`src/rtl/frame_config_sequencer.sv`:
```
// Column config sequencer: loads one frame of row words into FrameData,
// then pulses a single FrameStrobe bit to latch it into the column.
module frame_config_sequencer #(
  parameter int MaxFramesPerCol = 20,
  parameter int FrameBitsPerRow = 32,
  parameter int NumRows         = 4,
  parameter int NumColumns      = 4,
  parameter int StrobeCycles    = 2
) (
  input  logic                                  UserCLK,
  input  logic                                  Reset,
  input  logic [FrameBitsPerRow-1:0]            in_data,
  input  logic                                  in_valid,
  output logic                                  in_ready,
  input  logic                                  err_clr,
  output logic [NumRows*FrameBitsPerRow-1:0]    FrameData,
  output logic [NumColumns*MaxFramesPerCol-1:0] FrameStrobe,
  output logic                                  busy,
  output logic                                  done,
  output logic                                  err_addr,
  output logic [15:0]                           frame_count
);

  localparam int NS = NumColumns * MaxFramesPerCol;
  localparam int RW = (NumRows > 1) ? $clog2(NumRows) : 1;

  typedef enum logic [1:0] {
    IDLE,
    LOAD,
    STROBE,
    HOLD
  } state_t;

  state_t        state;
  state_t        state_nxt;
  logic [RW-1:0] row_q;
  logic [3:0]    scnt_q;
  logic [7:0]    col_q;
  logic [7:0]    frm_q;
  logic          xfer;
  logic          hdr;
  logic          hdr_ok;
  logic          last_row;
  logic          strobe_end;
  logic [16:0]   sidx;

  assign in_ready = (state == IDLE) || (state == LOAD);
  assign busy     = (state != IDLE);
  assign xfer     = in_valid & in_ready;
  assign hdr      = (in_data[31:24] == 8'hA5);
  // 9-bit compares keep a 256-entry limit representable
  assign hdr_ok   = ({1'b0, in_data[15:8]} < 9'(NumColumns)) &&
                    ({1'b0, in_data[7:0]} < 9'(MaxFramesPerCol));
  assign last_row   = (row_q == RW'(NumRows - 1));
  assign strobe_end = (scnt_q == 4'(StrobeCycles - 1));
  assign sidx = 17'(col_q) * 17'(MaxFramesPerCol) + 17'(frm_q);

  always_ff @(posedge UserCLK or posedge Reset) begin
    if (Reset) state <= IDLE;
    else       state <= state_nxt;
  end

  always_comb begin
    state_nxt = state;
    unique case (state)
      IDLE:    if (xfer && hdr && hdr_ok) state_nxt = LOAD;
      LOAD:    if (xfer && last_row) state_nxt = STROBE;
      STROBE:  if (strobe_end) state_nxt = HOLD;
      HOLD:    state_nxt = IDLE;
      default: state_nxt = IDLE;
    endcase
  end

  always_ff @(posedge UserCLK or posedge Reset) begin
    if (Reset) begin
      FrameData   <= '0;
      FrameStrobe <= '0;
      row_q       <= '0;
      scnt_q      <= '0;
      col_q       <= '0;
      frm_q       <= '0;
      done        <= 1'b0;
      err_addr    <= 1'b0;
      frame_count <= '0;
    end else begin
      done <= (state == STROBE) && strobe_end;
      if (state == HOLD) frame_count <= frame_count + 16'd1;
      if (state == IDLE && xfer && hdr && !hdr_ok) err_addr <= 1'b1;
      else if (err_clr)                            err_addr <= 1'b0;
      unique case (state)
        IDLE: begin
          if (xfer && hdr && hdr_ok) begin
            col_q <= in_data[15:8];
            frm_q <= in_data[7:0];
            row_q <= '0;
          end
        end
        LOAD: begin
          if (xfer) begin
            FrameData[int'(row_q)*FrameBitsPerRow +: FrameBitsPerRow] <= in_data;
            row_q <= row_q + RW'(1);
            if (last_row) begin
              scnt_q <= '0;
              for (int i = 0; i < NS; i++)
                FrameStrobe[i] <= (17'(i) == sidx);
            end
          end
        end
        STROBE: begin
          if (strobe_end) FrameStrobe <= '0;
          else            scnt_q <= scnt_q + 4'd1;
        end
        default: ;
      endcase
    end
  end

endmodule

```
`config.mk`:
```
export PLATFORM = sky130hd
export DESIGN_NAME = frame_config_sequencer
export DESIGN_NICKNAME = d
export VERILOG_FILES = /design/src/rtl/frame_config_sequencer.sv
export SDC_FILE = /design/constraint.sdc
export NUM_CORES = 1
export LEC_CHECK = 0
export ABC_AREA = 1
export BUFFER_PORTS_ARGS = -buffer_cell sky130_fd_sc_hd__buf_2
export CORE_MARGIN = 3
export CORE_UTILIZATION = 30
export DETAILED_ROUTE_END_ITERATION = 6
export PLACE_DENSITY = 0.55
export SYNTH_ARGS = -nofsm -noshare
export SYNTH_HDL_FRONTEND = slang
export SYNTH_SLANG_ARGS = --single-unit
```
`constraint.sdc`:
```
create_clock -name UserCLK -period 11.14 [get_ports UserCLK]
set_input_delay 2.228 -clock UserCLK [delete_from_list [all_inputs] [get_ports UserCLK]]
set_output_delay 2.228 -clock UserCLK [all_outputs]
set_load 0.01 [all_outputs]
```
==> out/results.ini, run 1 <==
[clock_network]
clk_pin_slew_worst_paths_ns = 0.06
ctsHoldBuffers = 0
max-clock-path-buffers = 3
numCtsBuffers = 31
cts_setup_buffers = 0
cts_resized = 0
clkLatencyLatePin_ns = 0.57
cts_sinks = 250
cts-root-buf = clkbuf_16
cts_tree = built
htree_num_levels = 1

[synthesis]
yosysTopAreaCell = dfrtp_1
synth_compound_area_share_pct = 6.47
synth_nets = 1507
synth-simple-area-share_pct = 29.2
yosys.cell_types.count = 30
synth_adder_area_share_pct = 3.55
yosys-mux-area-fraction_pct = 0.468
ys_seq_area_share_pct = 52.0
synth_top_family_by_area = simple AND/OR/NAND/NOR gates
synth_top_area_share_pct = 52.0
synth_area_leaders = dfrtp_1 (52%), nand2_1 (12%), nand3_1 (6.8%)
syn-instance-count = 1438
yosys_warnings = 0
synthXorXnorAreaFrac_pct = 1.31
synth.cell_area_mm2 = 0.0120
syn_avg_cell_area_um2 = 8.37
ys_ff_latch = 250

[critical_path]
cpMostUsedCell = inv_1
worst_setup_path_start_kind = flop
worstPathMaxFanout = 4
cp_top_family = flip-flops
critPathMaxStageDelay_ns = 0.40
crit_slowest_cell = dfrtp_1
required_ns = 8.91
critPathCaptureType = output pin
arrival_ns = 1.77
worstSetupPathType = flop to output pin
cp.buffers_inverters = 3
crit_path_cell_trace = inv_1, ha_1, inv_1, nand2_1, buf_2

[route]
drtPass1Iterations = 5
wl_per_cell_um = 18.3
vias = 10806
drc = 0
final_antenna_net_count = 0
dr.first_iter.drc_count = 697
avgViaCountPerCell = 4.91
postRouteWirelength_um = 40300

[job]
cap_violations = 0

[outcome]
status = finished, final reports clean

[pwr]
vdd_drop_max_mv = 0.104
power_density_mw_per_mm2 = 189
power_mw = 2.79
leakagePower_nw = 8.58

[sta]
max_freq_ghz = 0.250
finalHoldViolations = 0
setup_tns_ns = 0
fin_skew_ns = 0.0121
worst_slew_pin_slew_ns = 1.05
maxSlewHeadroom_pct = 29.6
hold_ws_ns = 0.473
slew_violations = 0
setup_viol = 0
min_period_over_period_pct = 35.9
grt_setup_unrepaired = no
fin_crit_ns = 4.00

[floorplanning]
rows = 72
die_y_um = 206
die_x_um = 206
pin_count = 264
core_mm2 = 0.0392
die_area_mm2 = 0.0426
initial_core_util_pct = 30.7

[finish]
syn2layout_area_growth_pct = 22.7
fin_cells = 2200
drive_above_1_share_pct = 22.7
design_area_mm2 = 0.0148
fin_nets = 1727

[placed_design]
dp.cells = 2143
place_congestion = 0.829
dp_hpwl_um = 27300
io_buffers = 263
place_area_mm2 = 0.0137

[grt]
grt_overflow = 0
globalRouteTotalUtil_pct = 18.5
grt_pass1_wl_um = 61900
grt_pass1_vias = 10619
grt_start_max_net_pins = 103
antenna_found_initial = 6

[worst_hold_path]
min_path_type = flop to flop

-- kinds of logic after synthesis --
family                     Yosys count
and+or+nand+nor                    786
DFF                                250
buffers and inverters              193
AOI/OAI and AO/OA                  153
adders and majority gates           33
xor gates and xnor gates            18
muxes                                5
-- flip-flops by register name (all words and copies together) (netlist names) --
signal / cells
row_q: 2
frame_count: 16
FrameStrobe: 80
frm_q: 8
done: 1
col_q: 8
err_addr: 1
scnt_q: 4
FrameData: 128
state: 2
-- worst min-delay path, stage by stage, from the launching register on --
cell and delay [ns]:
dfrtp_1 0.34, nand2_1 0.06, inv_1 0.04
-- per-layer routing --
metal	share of wire (%)	track usage (%)	routed length [um]	up-vias
met1	42	24.1	16900	5200
met4	2.0	4.39	803	12
met2	47	30.2	18800	370
li1	-	-	-	5148
met5	0.18	0	71	-
met3	9.1	5.50	3650	76
-- power breakdown --
part	internal (mW)	switching, mW	leakage [nW]
combinational	0.166	0.525	4.63
sequential	0.991	0.0537	3.43
clock	0.644	0.412	0.521
total	1.80	0.991	8.58
-- placed cells by master, fill, tap and decap left out, types with 2 or more instances in the layout --
cell and n:
a21oi_1 13, buf_2 263, buf_4 16, bufinv_16 3, clkbuf_1 3, clkbuf_16 31
clkbuf_8 10, clkinv_2 2, clkinv_4 2, clkinvlp_4 4, dfrtp_1 250, fa_1 2
ha_1 31, inv_1 95, inv_2 5, mux2_2 5, nand2_1 389, nand2_2 5
nand3_1 164, nand3_2 21, nand3b_1 2, nand4_1 70, nor2_1 115, nor2_2 7
nor2_4 3, nor3_1 8, o21ai_0 133, o22ai_1 2, o31ai_1 2, xnor2_1 10
xor2_1 8
-- final timing paths --
path,from,to,slack [ns],cells past startpoint
min,frm_q[5]$_DFFE_PP0P_,frm_q[5]$_DFFE_PP0P_,0.47,2
min in group asynchronous,Reset,FrameData[100]$_DFFE_PP0P_,1.77,2
max reg2reg,col_q[1]$_DFFE_PP0P_,FrameStrobe[9]$_DFFE_PP0P_,7.55,16
min reg2reg,frm_q[5]$_DFFE_PP0P_,frm_q[5]$_DFFE_PP0P_,0.47,2
max,state[1]$_DFFE_PP0P_,in_ready,7.14,5
max in group asynchronous,Reset,scnt_q[3]$_DFFE_PP0P_,7.83,3
-- Yosys cell counts, drive strengths merged --
cell	instances
o22ai	2
nand2	395
nor2	125
o211ai	1
buf	24
mux2	5
inv	101
nand3b	2
xor2	8
nand4	70
clkbuf	68
ha	31
xnor2	10
o21ai	134
fa	2
dfrtp	250
o31ai	2
nand3	185
nor3	9
a21oi	14
-- area by class of cell --
class	count	area, um^2
antenna	1	2.50
sequential	250	6260
clock buffer	44	925
multi-input combinational	995	4970
clock inverter	12	156
fill	4095	24400
timing repair buffer	279	1440
inverter	101	387
tap	518	648
-- per-stage QoR --
stage                     util (%)  worst slack (ns)
after CTS                     37.7              7.09
after global placement        34.9              6.76
after floorplan                  -              2.04
after detailed placement      34.9              6.72
final                         37.7              7.14
after global routing          37.7              6.96
No activity file was read; power rests on OpenSTA's default activity.
==> run 2: changes to the inputs <==
--- a/config.mk
+++ b/config.mk
@@ -5,12 +5,12 @@
 export SDC_FILE = /design/constraint.sdc
 export NUM_CORES = 1
 export LEC_CHECK = 0
-export ABC_AREA = 1
+export ABC_AREA = 0
 export BUFFER_PORTS_ARGS = -buffer_cell sky130_fd_sc_hd__buf_2
 export CORE_MARGIN = 3
 export CORE_UTILIZATION = 30
 export DETAILED_ROUTE_END_ITERATION = 6
-export PLACE_DENSITY = 0.55
+export PLACE_DENSITY = 0.58
 export SYNTH_ARGS = -nofsm -noshare
 export SYNTH_HDL_FRONTEND = slang
 export SYNTH_SLANG_ARGS = --single-unit
==> constraint.sdc (replaced) <==
create_clock -name UserCLK -period 3.3 [get_ports UserCLK]
set_input_delay 0.66 -clock UserCLK [delete_from_list [all_inputs] [get_ports UserCLK]]
set_output_delay 0.66 -clock UserCLK [all_outputs]
set_load 0.01 [all_outputs]
==> run 2 against run 1 <==
Net effect: combinational power rose by 140%; critical path type is now flop to flop; clock skew fell by 0.0027 ns; utilization increased by 1.9 points; largest cell class unchanged; highest routed layer is now met4; critical path depth rose by 9.
==> out/results.ini, run 2 <==
[outcome]
status = finished, final reports clean  ; unchanged

[synthesis]
ys_ff_latch = 250  ; unchanged
netlist_top_cells_count = dfrtp_1 (250), a22o_1 (130), nand2_1 (113)  ; was nand2_1 (390), dfrtp_1 (250), nand3_1 (164)
synth_ff_type = dfrtp_1  ; unchanged
yosys.cell_types.count = 59  ; was 30
synth.cell_area_mm2 = 0.0103  ; was 0.0120 mm^2
yosysMostFrequentCell = dfrtp_1  ; was nand2_1
yosys_warnings = 0  ; unchanged
async_flop_share_pct = 100  ; unchanged
synth_nets = 917  ; was 1507
synth_top_family_by_area = compound AO/OA/AOI/OAI gates  ; was simple AND/OR/NAND/NOR gates
synth-simple-area-share_pct = 10.3  ; was 29.2%
synth_compound_area_share_pct = 18.9  ; was 6.47%
synth_area_leaders = dfrtp_1 (61%), a22o_1 (11%), nand2_1 (4.1%)  ; was dfrtp_1 (52%), nand2_1 (12%), nand3_1 (6.8%)
synth_top_area_share_pct = 60.9  ; was 52.0%
synth_adder_area_share_pct = 4.16  ; was 3.55%
syn_avg_cell_area_um2 = 12.1  ; was 8.37 um^2
yosysTopAreaCell = dfrtp_1  ; unchanged
synth-edff-count = 0  ; unchanged
synthXorXnorAreaFrac_pct = 1.88  ; was 1.31%
yosys-mux-area-fraction_pct = 1.18  ; was 0.468%
ys_seq_area_share_pct = 60.9  ; was 52.0%
syn-instance-count = 848  ; was 1438

[finish]
drive_above_1_share_pct = 34.2  ; was 22.7%
layout_common_cells = buf_2 (263), dfrtp_1 (250), a22o_1 (130)  ; was nand2_1 (389), buf_2 (263), dfrtp_1 (250)
syn2layout_area_growth_pct = 29.7  ; was 22.7%
final_common_cell = buf_2  ; was nand2_1
largest_reg_flops = 128  ; unchanged
fin_nets = 1191  ; was 1727
top_register = FrameData  ; unchanged
antennaDiodeCount = 0  ; was 1
top_regs = FrameData: 128 flops, FrameStrobe: 80 flops, frame_count: 16 flops  ; unchanged

[sta]
finalHoldViolations = 0  ; unchanged
layout_setup_ws_ns = 0.0327  ; was 7.14 ns
worst_slew_pin_slew_ns = 0.831  ; was 1.05 ns
fin_skew_ns = 0.00947  ; was 0.0121 ns
min_period_over_period_pct = 99.0
maxSlewHeadroom_pct = 44.6  ; was 29.6%
max_freq_ghz = 0.306
slew_violations = 0  ; unchanged
grt_setup_unrepaired = yes  ; was no
setup_viol = 0  ; unchanged
fin_crit_ns = 3.27
hold_ws_ns = 0.274  ; was 0.473 ns

[pwr]
power_mw = 8.31  ; was 2.79 mW
vdd_drop_max_mv = 0.392  ; was 0.104 mV
leakagePower_nw = 6.99  ; was 8.58 nW
power_density_mw_per_mm2 = 623  ; was 189 mW/mm^2

[placed_design]
io_buffers = 263  ; unchanged
place_ws_ns = 0.0167  ; was 6.72 ns
dp_hpwl_um = 20300  ; was 27300 um
place_congestion = 0.808  ; was 0.829

[critical_path]
r2r-start = col_q[3]$_DFFE_PP0P_  ; was col_q[1]$_DFFE_PP0P_
worst_setup_path_start_kind = flop  ; unchanged
critPathCaptureType = flop  ; was output pin
critPathLaunch = col_q[3]$_DFFE_PP0P_  ; was state[1]$_DFFE_PP0P_
worstPathMaxFanout = 7  ; was 4
worstSetupPathType = flop to flop  ; was flop to output pin
required_ns = 3.76  ; was 8.91 ns
arrival_ns = 3.73  ; was 1.77 ns

[route]
avgViaCountPerCell = 5.04  ; was 4.91
drc = 0  ; unchanged
vias = 8019  ; was 10806
final_antenna_net_count = 0  ; unchanged
postRouteWirelength_um = 30400  ; was 40300 um
wl_per_cell_um = 19.1  ; was 18.3 um
dr.first_iter.drc_count = 381  ; was 697
drtPass1Iterations = 4  ; was 5

[clock_network]
cts_sinks = 250  ; unchanged
cts_tree = built  ; unchanged
clk_pin_slew_worst_paths_ns = 0.06  ; about the same
max-clock-path-buffers = 3  ; unchanged
cts-root-buf = clkbuf_16  ; unchanged
numCtsBuffers = 28  ; was 31
htree_num_levels = 1  ; unchanged
ctsHoldBuffers = 0  ; unchanged
clkLatencyLatePin_ns = 0.54  ; was 0.57 ns

[worst_hold_path]
min_path_type = primary input to asynchronous set/reset pin  ; was flop to flop

[floorplanning]
core_mm2 = 0.0336  ; was 0.0392 mm^2
die_x_um = 191  ; was 206 um
die_area_mm2 = 0.0365  ; was 0.0426 mm^2
pin_count = 264  ; unchanged
die_y_um = 191  ; was 206 um
rows = 67  ; was 72
initial_core_util_pct = 30.6  ; was 30.7%

[job]
cap_violations = 0  ; unchanged

[grt]
grt_pass1_wl_um = 47100  ; was 61900 um
antenna_found_initial = 0  ; was 6
grt_pass1_vias = 7891  ; was 10619
grt_start_max_net_pins = 153  ; was 103
grt_overflow = 0  ; unchanged
globalRouteTotalUtil_pct = 16.2  ; was 18.5%

[run 2: cell count changes after synthesis, sizes merged, moves of 31 or more]
cell | before | now
nand2 | 395 | 113
nand3 | 185 | 18
a22o | 0 | 130
nor2 | 125 | 14
inv | 101 | 16
o21ai | 134 | 61
nand4 | 70 | 11
o31ai | 2 | 33
[run 2: worst paths after layout]
| check | end | cells past startpoint | slack (ns) |
|---|---|---|---|
| worst max-delay path | FrameStrobe[20]$_DFFE_PP0P_ | 14 | 0.03 |
| worst max register to register | FrameStrobe[20]$_DFFE_PP0P_ | 14 | 0.03 |
| min in group UserCLK | FrameData[116]$_DFFE_PP0P_ | 2 | 0.39 |
| worst min-delay path | frame_count[4]$_DFFE_PP0N_ | 3 | 0.27 |
| max in group asynchronous | FrameData[8]$_DFFE_PP0P_ | 3 | 2.30 |
| worst min register to register | frame_count[15]$_DFFE_PP0N_ | 1 | 0.47 |
[run 2: layer usage]
layer	track usage (%)	up-vias	share of wire, %
met2	25.9	258	47
met5	0	-	0
met3	2.71	52	6.0
met1	22.8	4057	45
li1	-	3652	-
met4	4.40	0	2.5
[run 2: layout make-up]
type,count,area [um^2]
repair buffers,293,1640
clock inverters,8,45.0
flip-flops and latches,250,6260
fillers,3268,20300
multi-input cells,533,3910
well taps,448,561
inverters,16,63.8
clock buffers,43,858
[run 2: cells by family (layout without fill, tap and decap cells)]
family          count (synthesis)  in the layout
compound gates                254            254
flops                         250            250
simple gates                  213            213
buf+inv                        65            360
fa+ha+maj                      33             33
xor+xnor                       22             22
mux                            11             11
[run 2: worst max-delay path: stages, from the launching register on]
cell and delay [ns]:
dfrtp_1 0.38, ha_1 0.28, ha_2 0.18, inv_2 0.04, fa_2 0.52, inv_2 0.05, ha_4 0.26, nor2b_4 0.14
a221oi_2 0.27, o311ai_2 0.18, a2111oi_4 0.37, nand4_1 0.15, buf_6 0.16, buf_8 0.13, o21ai_2 0.11
[run 2: power by group]
part	total [mW]	internal (mW)	switching, mW
Clock	3.04	1.78	1.26
Sequential	3.63	3.40	0.231
Combinational	1.64	0.656	0.979
[run 2: what timing repair did]
item / CTS / global route
endpoints found under the setup margin: 0 / 80
setup buffers: 0 / 1
gates resized for setup: 0 / 40
[run 2: per-stage QoR]
stage	utilization [%]	area (um^2)	setup TNS (ns)	std cells
2_1_floorplan	-	10300	-161.93	848
3_3_place_gp	36.5	12300	0	1538
3_5_place_dp	36.5	12300	0	1538
4_1_cts	39.2	13200	0	1589
5_1_grt	39.7	13300	-1.83	1591
6_report	39.7	13300	0	1591
